<file path="config.mk">
export PLATFORM = sky130hd
export DESIGN_NAME = vga_scan_gen
export DESIGN_NICKNAME = d
export VERILOG_FILES = /design/src/rtl/vga_scan_gen.sv
export SDC_FILE = /design/constraint.sdc
export NUM_CORES = 1
export LEC_CHECK = 0
export ABC_AREA = 1
export CAP_MARGIN = 20
export CORE_MARGIN = 10
export CORE_UTILIZATION = 40
export CTS_CLUSTER_DIAMETER = 60
export CTS_CLUSTER_SIZE = 20
export DETAILED_ROUTE_END_ITERATION = 6
export MAX_ROUTING_LAYER = met4
export PLACE_DENSITY = 0.74
export SKIP_LAST_GASP = 1
export SYNTH_ARGS = -nofsm -noshare
export SYNTH_HDL_FRONTEND = slang
export SYNTH_SLANG_ARGS = --single-unit
</file>
<file path="constraint.sdc">
create_clock -name Clk -period 2.7 [get_ports Clk]
set_input_delay 0.675 -clock Clk [delete_from_list [all_inputs] [get_ports Clk]]
set_output_delay 0.675 -clock Clk [all_outputs]
set_load 0.05 [all_outputs]
</file>
<file path="src/rtl/vga_scan_gen.sv">
// -----------------------------------------------------------------------------
// vga_scan_gen
//
// Scan-side master of the pixel interface. Divides Clk into a one-cycle pixel
// strobe, runs the horizontal/vertical raster counters, exposes the raw counts
// to the colour-mapping logic and registers sync, blank and colour so that all
// of them describe the same pixel. Also emits a one-Clk frame tick at the start
// of vertical blank.
//
// Optional feature: define VGA_FRAME_COUNT_EN to build a 16-bit frame counter
// that increments on every frame_tick. When undefined, frame_count is tied to 0.
//
// Ports:
//   Clk          in   system clock (single domain)
//   Reset        in   synchronous, active-high reset
//   pix_en       out  one-Clk pixel strobe (0 while Reset is high)
//   DrawX        out  [9:0] current horizontal count, 0..H_TOTAL-1
//   DrawY        out  [9:0] current vertical count, 0..V_TOTAL-1
//   Red/Green/Blue in [7:0] colour for (DrawX, DrawY) from the mapper
//   VGA_HS       out  horizontal sync, active low
//   VGA_VS       out  vertical sync, active low
//   VGA_BLANK_N  out  high while a visible pixel is on the outputs
//   VGA_R/G/B    out  [7:0] registered pixel colour (0 outside visible area)
//   frame_tick   out  one-Clk pulse following the load of (0, V_VISIBLE)
//   frame_count  out  [15:0] frame counter (0 unless VGA_FRAME_COUNT_EN)
// -----------------------------------------------------------------------------
module vga_scan_gen #(
    parameter int CLK_DIV   = 2,
    parameter int H_VISIBLE = 640,
    parameter int H_FP      = 16,
    parameter int H_SYNC    = 96,
    parameter int H_BP      = 48,
    parameter int V_VISIBLE = 480,
    parameter int V_FP      = 10,
    parameter int V_SYNC    = 2,
    parameter int V_BP      = 33
) (
    input  logic        Clk,
    input  logic        Reset,
    output logic        pix_en,
    output logic [9:0]  DrawX,
    output logic [9:0]  DrawY,
    input  logic [7:0]  Red,
    input  logic [7:0]  Green,
    input  logic [7:0]  Blue,
    output logic        VGA_HS,
    output logic        VGA_VS,
    output logic        VGA_BLANK_N,
    output logic [7:0]  VGA_R,
    output logic [7:0]  VGA_G,
    output logic [7:0]  VGA_B,
    output logic        frame_tick,
    output logic [15:0] frame_count
);

    localparam int H_TOTAL = H_VISIBLE + H_FP + H_SYNC + H_BP;
    localparam int V_TOTAL = V_VISIBLE + V_FP + V_SYNC + V_BP;
    localparam int DIV_W   = (CLK_DIV > 1) ? $clog2(CLK_DIV) : 1;

    localparam logic [DIV_W-1:0] DIV_LAST = DIV_W'(CLK_DIV - 1);

    localparam logic [9:0] H_LAST     = 10'(H_TOTAL - 1);
    localparam logic [9:0] V_LAST     = 10'(V_TOTAL - 1);
    localparam logic [9:0] H_VIS      = 10'(H_VISIBLE);
    localparam logic [9:0] V_VIS      = 10'(V_VISIBLE);
    localparam logic [9:0] V_VIS_LAST = 10'(V_VISIBLE - 1);
    localparam logic [9:0] HS_START   = 10'(H_VISIBLE + H_FP);
    localparam logic [9:0] HS_END     = 10'(H_VISIBLE + H_FP + H_SYNC);
    localparam logic [9:0] VS_START   = 10'(V_VISIBLE + V_FP);
    localparam logic [9:0] VS_END     = 10'(V_VISIBLE + V_FP + V_SYNC);

    // Colour is forced to black outside the visible window so the DAC never
    // sees mapper output during blanking.
    function automatic logic [7:0] gate_colour(input logic [7:0] c, input logic en);
        return en ? c : 8'd0;
    endfunction

    logic [DIV_W-1:0] div_cnt;
    logic [9:0]       h_cnt;
    logic [9:0]       v_cnt;
    logic             h_wrap;
    logic             visible_p0;
    logic             hs_n_p0;
    logic             vs_n_p0;
    logic             tick_load_p0;

    // ---- stage p0: clock divider, raster counters, decode of current counts
    assign pix_en = ~Reset & (div_cnt == DIV_LAST);

    always_ff @(posedge Clk) begin
        if (Reset) begin
            div_cnt <= '0;
        end else if (div_cnt == DIV_LAST) begin
            div_cnt <= '0;
        end else begin
            div_cnt <= div_cnt + 1'b1;
        end
    end

    assign h_wrap = (h_cnt == H_LAST);

    always_ff @(posedge Clk) begin
        if (Reset) begin
            h_cnt <= '0;
            v_cnt <= '0;
        end else if (pix_en) begin
            h_cnt <= h_wrap ? 10'd0 : h_cnt + 10'd1;
            if (h_wrap) begin
                v_cnt <= (v_cnt == V_LAST) ? 10'd0 : v_cnt + 10'd1;
            end
        end
    end

    assign DrawX = h_cnt;
    assign DrawY = v_cnt;

    assign visible_p0   = (h_cnt < H_VIS) && (v_cnt < V_VIS);
    assign hs_n_p0      = !((h_cnt >= HS_START) && (h_cnt < HS_END));
    assign vs_n_p0      = !((v_cnt >= VS_START) && (v_cnt < VS_END));
    // True on the edge whose counter update loads (0, V_VISIBLE).
    assign tick_load_p0 = h_wrap && (v_cnt == V_VIS_LAST);

    // ---- stage p1: registered outputs, one pixel behind the counters
    always_ff @(posedge Clk) begin
        if (Reset) begin
            VGA_HS      <= 1'b1;
            VGA_VS      <= 1'b1;
            VGA_BLANK_N <= 1'b0;
            VGA_R       <= 8'd0;
            VGA_G       <= 8'd0;
            VGA_B       <= 8'd0;
        end else if (pix_en) begin
            VGA_HS      <= hs_n_p0;
            VGA_VS      <= vs_n_p0;
            VGA_BLANK_N <= visible_p0;
            VGA_R       <= gate_colour(Red,   visible_p0);
            VGA_G       <= gate_colour(Green, visible_p0);
            VGA_B       <= gate_colour(Blue,  visible_p0);
        end
    end

    // Single-Clk pulse regardless of CLK_DIV: cleared on every non-load edge.
    always_ff @(posedge Clk) begin
        if (Reset) begin
            frame_tick <= 1'b0;
        end else begin
            frame_tick <= pix_en && tick_load_p0;
        end
    end

`ifdef VGA_FRAME_COUNT_EN
    logic [15:0] frame_cnt_q;

    always_ff @(posedge Clk) begin
        if (Reset) begin
            frame_cnt_q <= 16'd0;
        end else if (frame_tick) begin
            frame_cnt_q <= frame_cnt_q + 16'd1;
        end
    end

    assign frame_count = frame_cnt_q;
`else
    assign frame_count = 16'd0;
`endif

endmodule
</file>
==> results of run 1 <==
## layout by cell type, fill, tap and decap left out, types with 3 or more instances in the layout
cell type / instances
clkdlybuf4s50_1: 73
nand2_1: 68
inv_1: 54
dfxtp_1: 49
nor2_1: 33
o21ai_2: 19
nand3_1: 17
conb_1: 16
o21ai_0: 10
nand4_1: 8
a21oi_1: 5
clkbuf_8: 5
ha_1: 4
nand2_4: 3
nand2_2: 3
nor2_2: 3
nor3_1: 3
buf_4: 3
## final cells by class
cell class / instances / share of cell area [%]
Inverter: 57 / 6.743
Tap cell: 75 / 2.857
Timing Repair Buffer: 77 / 23.54
Clock inverter: 2 / 1.067
Sequential cell: 49 / 29.87
Clock buffer: 5 / 2.095
Multi-Input combinational cell: 207 / 33.83
## layer usage
metal,wire (um),vias up
met4,80,0
met5,0,-
met3,828,8
met1,2587,954
li1,-,1110
met2,2669,92
## logic make-up (layout without fill, tap and decap cells)
logic type	count (synthesis)	in the layout	share of synthesized area, %
other	1	16	0.1543
AO/OA/AOI/OAI	39	39	11.43
XOR/XNOR	3	3	1.081
buffers and inverters	79	141	16.26
adder cells (fa/ha/maj)	4	4	2.059
AND/OR/NAND/NOR	145	145	28.67
flip-flops	49	49	40.35
## worst max-delay path: cells and delay by family
family / cells / cell delay, ns
buffers and inverters: 4 / 1.00
AND/OR/NAND/NOR: 1 / 0.10
## where the power goes
part | leakage (nW) | switching, mW | internal [mW]
combinational | 0.963 | 0.207 | 0.0989
sequential | 0.399 | 0.0151 | 0.748
clock | 0.0540 | 0.235 | 0.269
total | 1.42 | 0.456 | 1.12
## final timing paths
kind                            startpoint                       end  slack (ns)  cells past startpoint
hold / removal    VGA_BLANK_N$_SDFFE_PP0P_  VGA_BLANK_N$_SDFFE_PP0P_        0.46                      2
setup / recovery                     Reset                    pix_en        0.24                      5
hold reg to reg   VGA_BLANK_N$_SDFFE_PP0P_  VGA_BLANK_N$_SDFFE_PP0P_        0.46                      2
setup reg to reg     DrawX[0]$_SDFFE_PP0P_     DrawY[9]$_SDFFE_PP0P_        0.93                      8
## per-stage QoR
step | cells | total power, mW | util, % | hold WS (ns)
floorplan | 335 | 1.001 | - | 0.6352
global placement | 465 | 1.084 | 53.72 | 0.4373
detailed placement | 465 | 1.087 | 53.72 | 0.4402
CTS | 472 | 1.596 | 55.47 | 0.4610
global route | 472 | 1.649 | 55.47 | 0.4772
finish | 472 | 1.573 | 55.47 | 0.4594
## registers in the layout, summed over array words and instances, names as in the netlist
register	flops
VGA_BLANK_N	1
DrawY	10
VGA_G	8
frame_tick	1
VGA_HS	1
VGA_B	8
VGA_VS	1
DrawX	10
VGA_R	8
div_cnt	1
==> impl_metrics.yaml, run 1 <==
route:
  vias: 2164
  wire_per_inst_um: 13.06
  vias_per_cell: 4.585
  drt_pass1_iterations: 4
  drtIter0Drc: 102
  drc: 0
  ant_nets: 0
  drt_wl_total_um: 6165
logic_synthesis:
  netlist_instances: 320
  synth_area_um2: 2431
  synth.area.top_cells: "dfxtp_1 (40%), nand2_1 (10%), inv_1 (8.3%), o21ai_2 (6.8%), nor2_1 (5.1%)"
  yosys_warnings: 0
  synth_top_area_share_pct: 40.35
  synth_ff_type: "dfxtp_1"
  async_flop_share_pct: 0
  yosysMostFrequentCell: "nand2_1"
  syn_avg_cell_area_um2: 7.597
  synth_edf_count: 0
  seq_area_frac_synth_pct: 40.35
  yosysTopAreaCell: "dfxtp_1"
  ys_types: 33
  synth-seq-cells: 49
  ys_top_cells_by_count: "nand2_1 (68), inv_1 (54), dfxtp_1 (49)"
sta:
  worst_pin_slew_ns: 0.5346
  drv_slew: 0
  clock_skew_ns: 0.006776
  slew_headroom_pct: 64.25
  rsz0062_at_grt: "no"
  setup_ws_ns: 0.2437
  clock.fmax_mhz: 407.1
  setup_viol: 0
  tns_ns: 0
  min_period_ns: 2.456
  period_share_pct: 90.97
  finalHoldViolations: 0
clock_network:
  post-cts-setup-buffers: 0
  cts_tree: "yes"
  cts_resized: 0
  clock-sinks: 49
  ctsLongestPathBuffers: 2
  htree_levels: 2
  cts_buffers: 5
  clockRootBuffer: "clkbuf_8"
  cts_hold_buf: 0
  clk_latency_ns: 0.30
  clkTransAtPathRegs_ns: 0.08
place:
  io_buffers: 74
  place_ws_ns: 0.2449
  dp_hpwl_um: 4969
  dpl_cell_area_um2: 3181
  gp_congestion: 0.8768
floorplanning:
  coreArea_um2: 5921
  pin_count: 91
  die_x_um: 97.96
  std_cell_rows: 28
  fp.dieH_um: 97.96
  dieArea_um2: 9596
  initial_utilization_pct: 41.06
power_and_ir_drop:
  power.density_nw_per_um2: 478.8
  leakage_nw: 1.417
  irDropWorstVdd_uv: 343.5
job:
  maxCapViolations: 0
global_routing:
  grt_pass1_vias: 2186
  grt_max_degree: 26
  antenna_found_initial: 0
  global_route.usage.met2_pct: 19.44
  gr-usage-all-layers_pct: 13.09
  grt-busiest-layer: "met2"
  grt_use_met3_pct: 7.963
  grt_pass1_wl_um: 10230
  grt_use_met1_pct: 14.46
  grt_overflow_total: 0
outcome:
  status: "complete, no violations"
worst_setup_path:
  endpoint_kind: "output pin"
  arrival_ns: 1.78
  cp_max_fo: 9
  crit_type: "input port to output pin"
  cp-start-kind: "input port"
  critPathMaxStageDelay_ns: 0.51
  slowest_stage: "clkdlybuf4s50_1"
  worstPathRequired_ns: 2.03
  crit_chain: "clkdlybuf4s50_1 -> inv_8 -> nand2_4 -> inv_1 -> buf_12"
cells_and_area:
  antenna_cells: 0
  multiInputGateArea_um2: 1111
  area.growth.synth_to_final_pct: 35.10
  nNetsFinal: 427
  drive_above_1_share_pct: 11.84
  fin_area_um2: 3284
  fillers: 576
  register_area_um2: 980.9
worst_hold_path:
  hold_path.class: "flip-flop to flip-flop"
Power figures use the tool's default switching activity.
==> inputs of run 2 (changes only) <==
--- a/config.mk
+++ b/config.mk
@@ -7,14 +7,12 @@
 export LEC_CHECK = 0
 export ABC_AREA = 1
 export CAP_MARGIN = 20
-export CORE_MARGIN = 10
 export CORE_UTILIZATION = 40
 export CTS_CLUSTER_DIAMETER = 60
 export CTS_CLUSTER_SIZE = 20
 export DETAILED_ROUTE_END_ITERATION = 6
 export MAX_ROUTING_LAYER = met4
 export PLACE_DENSITY = 0.74
-export SKIP_LAST_GASP = 1
 export SYNTH_ARGS = -nofsm -noshare
 export SYNTH_HDL_FRONTEND = slang
 export SYNTH_SLANG_ARGS = --single-unit
==> impl_metrics.yaml, run 2 (synthesis results as in run 1) <==
worst_setup_path:
  critPathMaxStageDelay_ns: 0.51
  setup.worst_path.start: "Reset"
  r2r_start: "DrawX[0]$_SDFFE_PP0P_"
  critPathBufInv: 4
  endpoint_kind: "output pin"
  path_delay_family: "buffers and inverters"
  cp_max_fo: 9
  slowest_stage: "clkdlybuf4s50_1"
  crit_chain: "clkdlybuf4s50_1 -> inv_8 -> nand2_4 -> inv_1 -> buf_12"
  worstPathRequired_ns: 2.03
  crit_type: "input port to output pin"
  arrival_ns: 1.78
  cp-start-kind: "input port"
worst_hold_path:
  hold_path.class: "flip-flop to flip-flop"
  min-delay-start: "VGA_G[5]$_SDFFE_PP0P_"
sta:
  min_period_ns: 2.453
  worst_pin_slew_ns: 0.5279
  clock_skew_ns: 0.01378
  rsz0062_at_grt: "no"
  clock.fmax_mhz: 407.7
  setup_viol: 0
  slew_headroom_pct: 64.70
  tns_ns: 0
  period_share_pct: 90.83
  drv_slew: 0
  finalHoldViolations: 0
job:
  maxCapViolations: 0
global_routing:
  antenna_found_initial: 0
  grt_pass1_vias: 2032
  grt_pass1_wl_um: 8914
  grt_overflow_total: 0
  gr-usage-all-layers_pct: 18.70
  grt_max_degree: 26
clock_network:
  post-cts-setup-buffers: 0
  cts_tree: "yes"
  cts_hold_buf: 0
  htree_levels: 2
  clock-sinks: 49
  cts_resized: 0
  ctsLongestPathBuffers: 2
  clkTransAtPathRegs_ns: 0.09
  clk_latency_ns: 0.30
  clockRootBuffer: "clkbuf_8"
  cts_buffers: 5
place:
  gp_congestion: 0.8809
  dp_hpwl_um: 4127
  dpl_cell_area_um2: 3181
  io_buffers: 74
route:
  drt_wl_total_um: 5363
  drtIter0Drc: 195
  wire_per_inst_um: 11.34
  ant_nets: 0
  drc: 0
  vias: 2169
  vias_per_cell: 4.586
  drt_pass1_iterations: 4
cells_and_area:
  final_cell_mix: "clkdlybuf4s50_1 (73), nand2_1 (68), inv_1 (54)"
  fillers: 563
  area.growth.synth_to_final_pct: 35.41
  mostFrequentLayoutCell: "clkdlybuf4s50_1"
  nNetsFinal: 427
  fin_area_um2: 3292
  antenna_cells: 0
  drive_above_1_share_pct: 11.81
floorplanning:
  die_x_um: 79.96
  fp.dieH_um: 79.96
  dieArea_um2: 6394
  pin_count: 91
  initial_utilization_pct: 41.31
  std_cell_rows: 28
  coreArea_um2: 5886
power_and_ir_drop:
  leakage_nw: 1.418
  irDropWorstVdd_uv: 295.9
  power.density_nw_per_um2: 481.7
outcome:
  status: "complete, no violations"
-- run 2: changes by cell type in the layout (fill, tap and decap cells not counted) --
| cell | before | now |
|---|---|---|
| clkbuf_1 | 0 | 1 |
| clkinv_4 | 0 | 1 |
| clkinv_2 | 1 | 0 |
-- run 2: final timing paths --
path	to	slack, ns	cells after the start
worst max register to register	DrawY[9]$_SDFFE_PP0P_	0.96	8
worst min-delay path	VGA_G[5]$_SDFFE_PP0P_	0.46	2
worst max-delay path	pix_en	0.25	5
worst min register to register	VGA_G[5]$_SDFFE_PP0P_	0.46	2
-- run 2: through the flow --
stage	setup WS, ns	instances	power, mW	hold slack (ns)	util, %
2_1_floorplan	0.6957	335	1.001	0.6352	-
3_3_place_gp	0.2525	465	1.081	0.4378	54.04
3_5_place_dp	0.2475	465	1.085	0.4462	54.04
4_1_cts	0.2422	473	1.608	0.4660	55.93
5_1_grt	0.2016	473	1.657	0.4857	55.93
6_report	0.2475	473	1.586	0.4622	55.93
-- run 2: area by class of cell --
type                       count  area, um^2  share of cell area (%)
sequential                    49       980.9                   29.80
clock buffer                   6       72.57                   2.204
timing repair buffer          77       773.2                   23.49
inverter                      57       221.5                   6.727
multi-input combinational    207        1111                   33.75
tap                           75       93.84                   2.851
clock inverter                 2       38.79                   1.178
-- run 2: worst min-delay path, cell delays in order, from the launching register on --
cell,delay (ns)
dfxtp_1,0.33
nand2_1,0.06
o21ai_2,0.04
-- run 2: per-layer routing --
layer	up-vias	wire [um]	part of all wire, %	track usage [%]
met2	102	2371	44	28.63
li1	1117	-	-	-
met1	941	2294	43	21.70
met5	-	0	0	-
met4	0	108	2.0	8.571
met3	9	588	11	6.971
-- run 2: power by group --
part           internal, mW  total, mW  switching, mW
Combinational        0.0989      0.303          0.204
Clock                 0.278      0.519          0.241
Sequential            0.748      0.764         0.0155
Total                  1.13       1.59          0.461
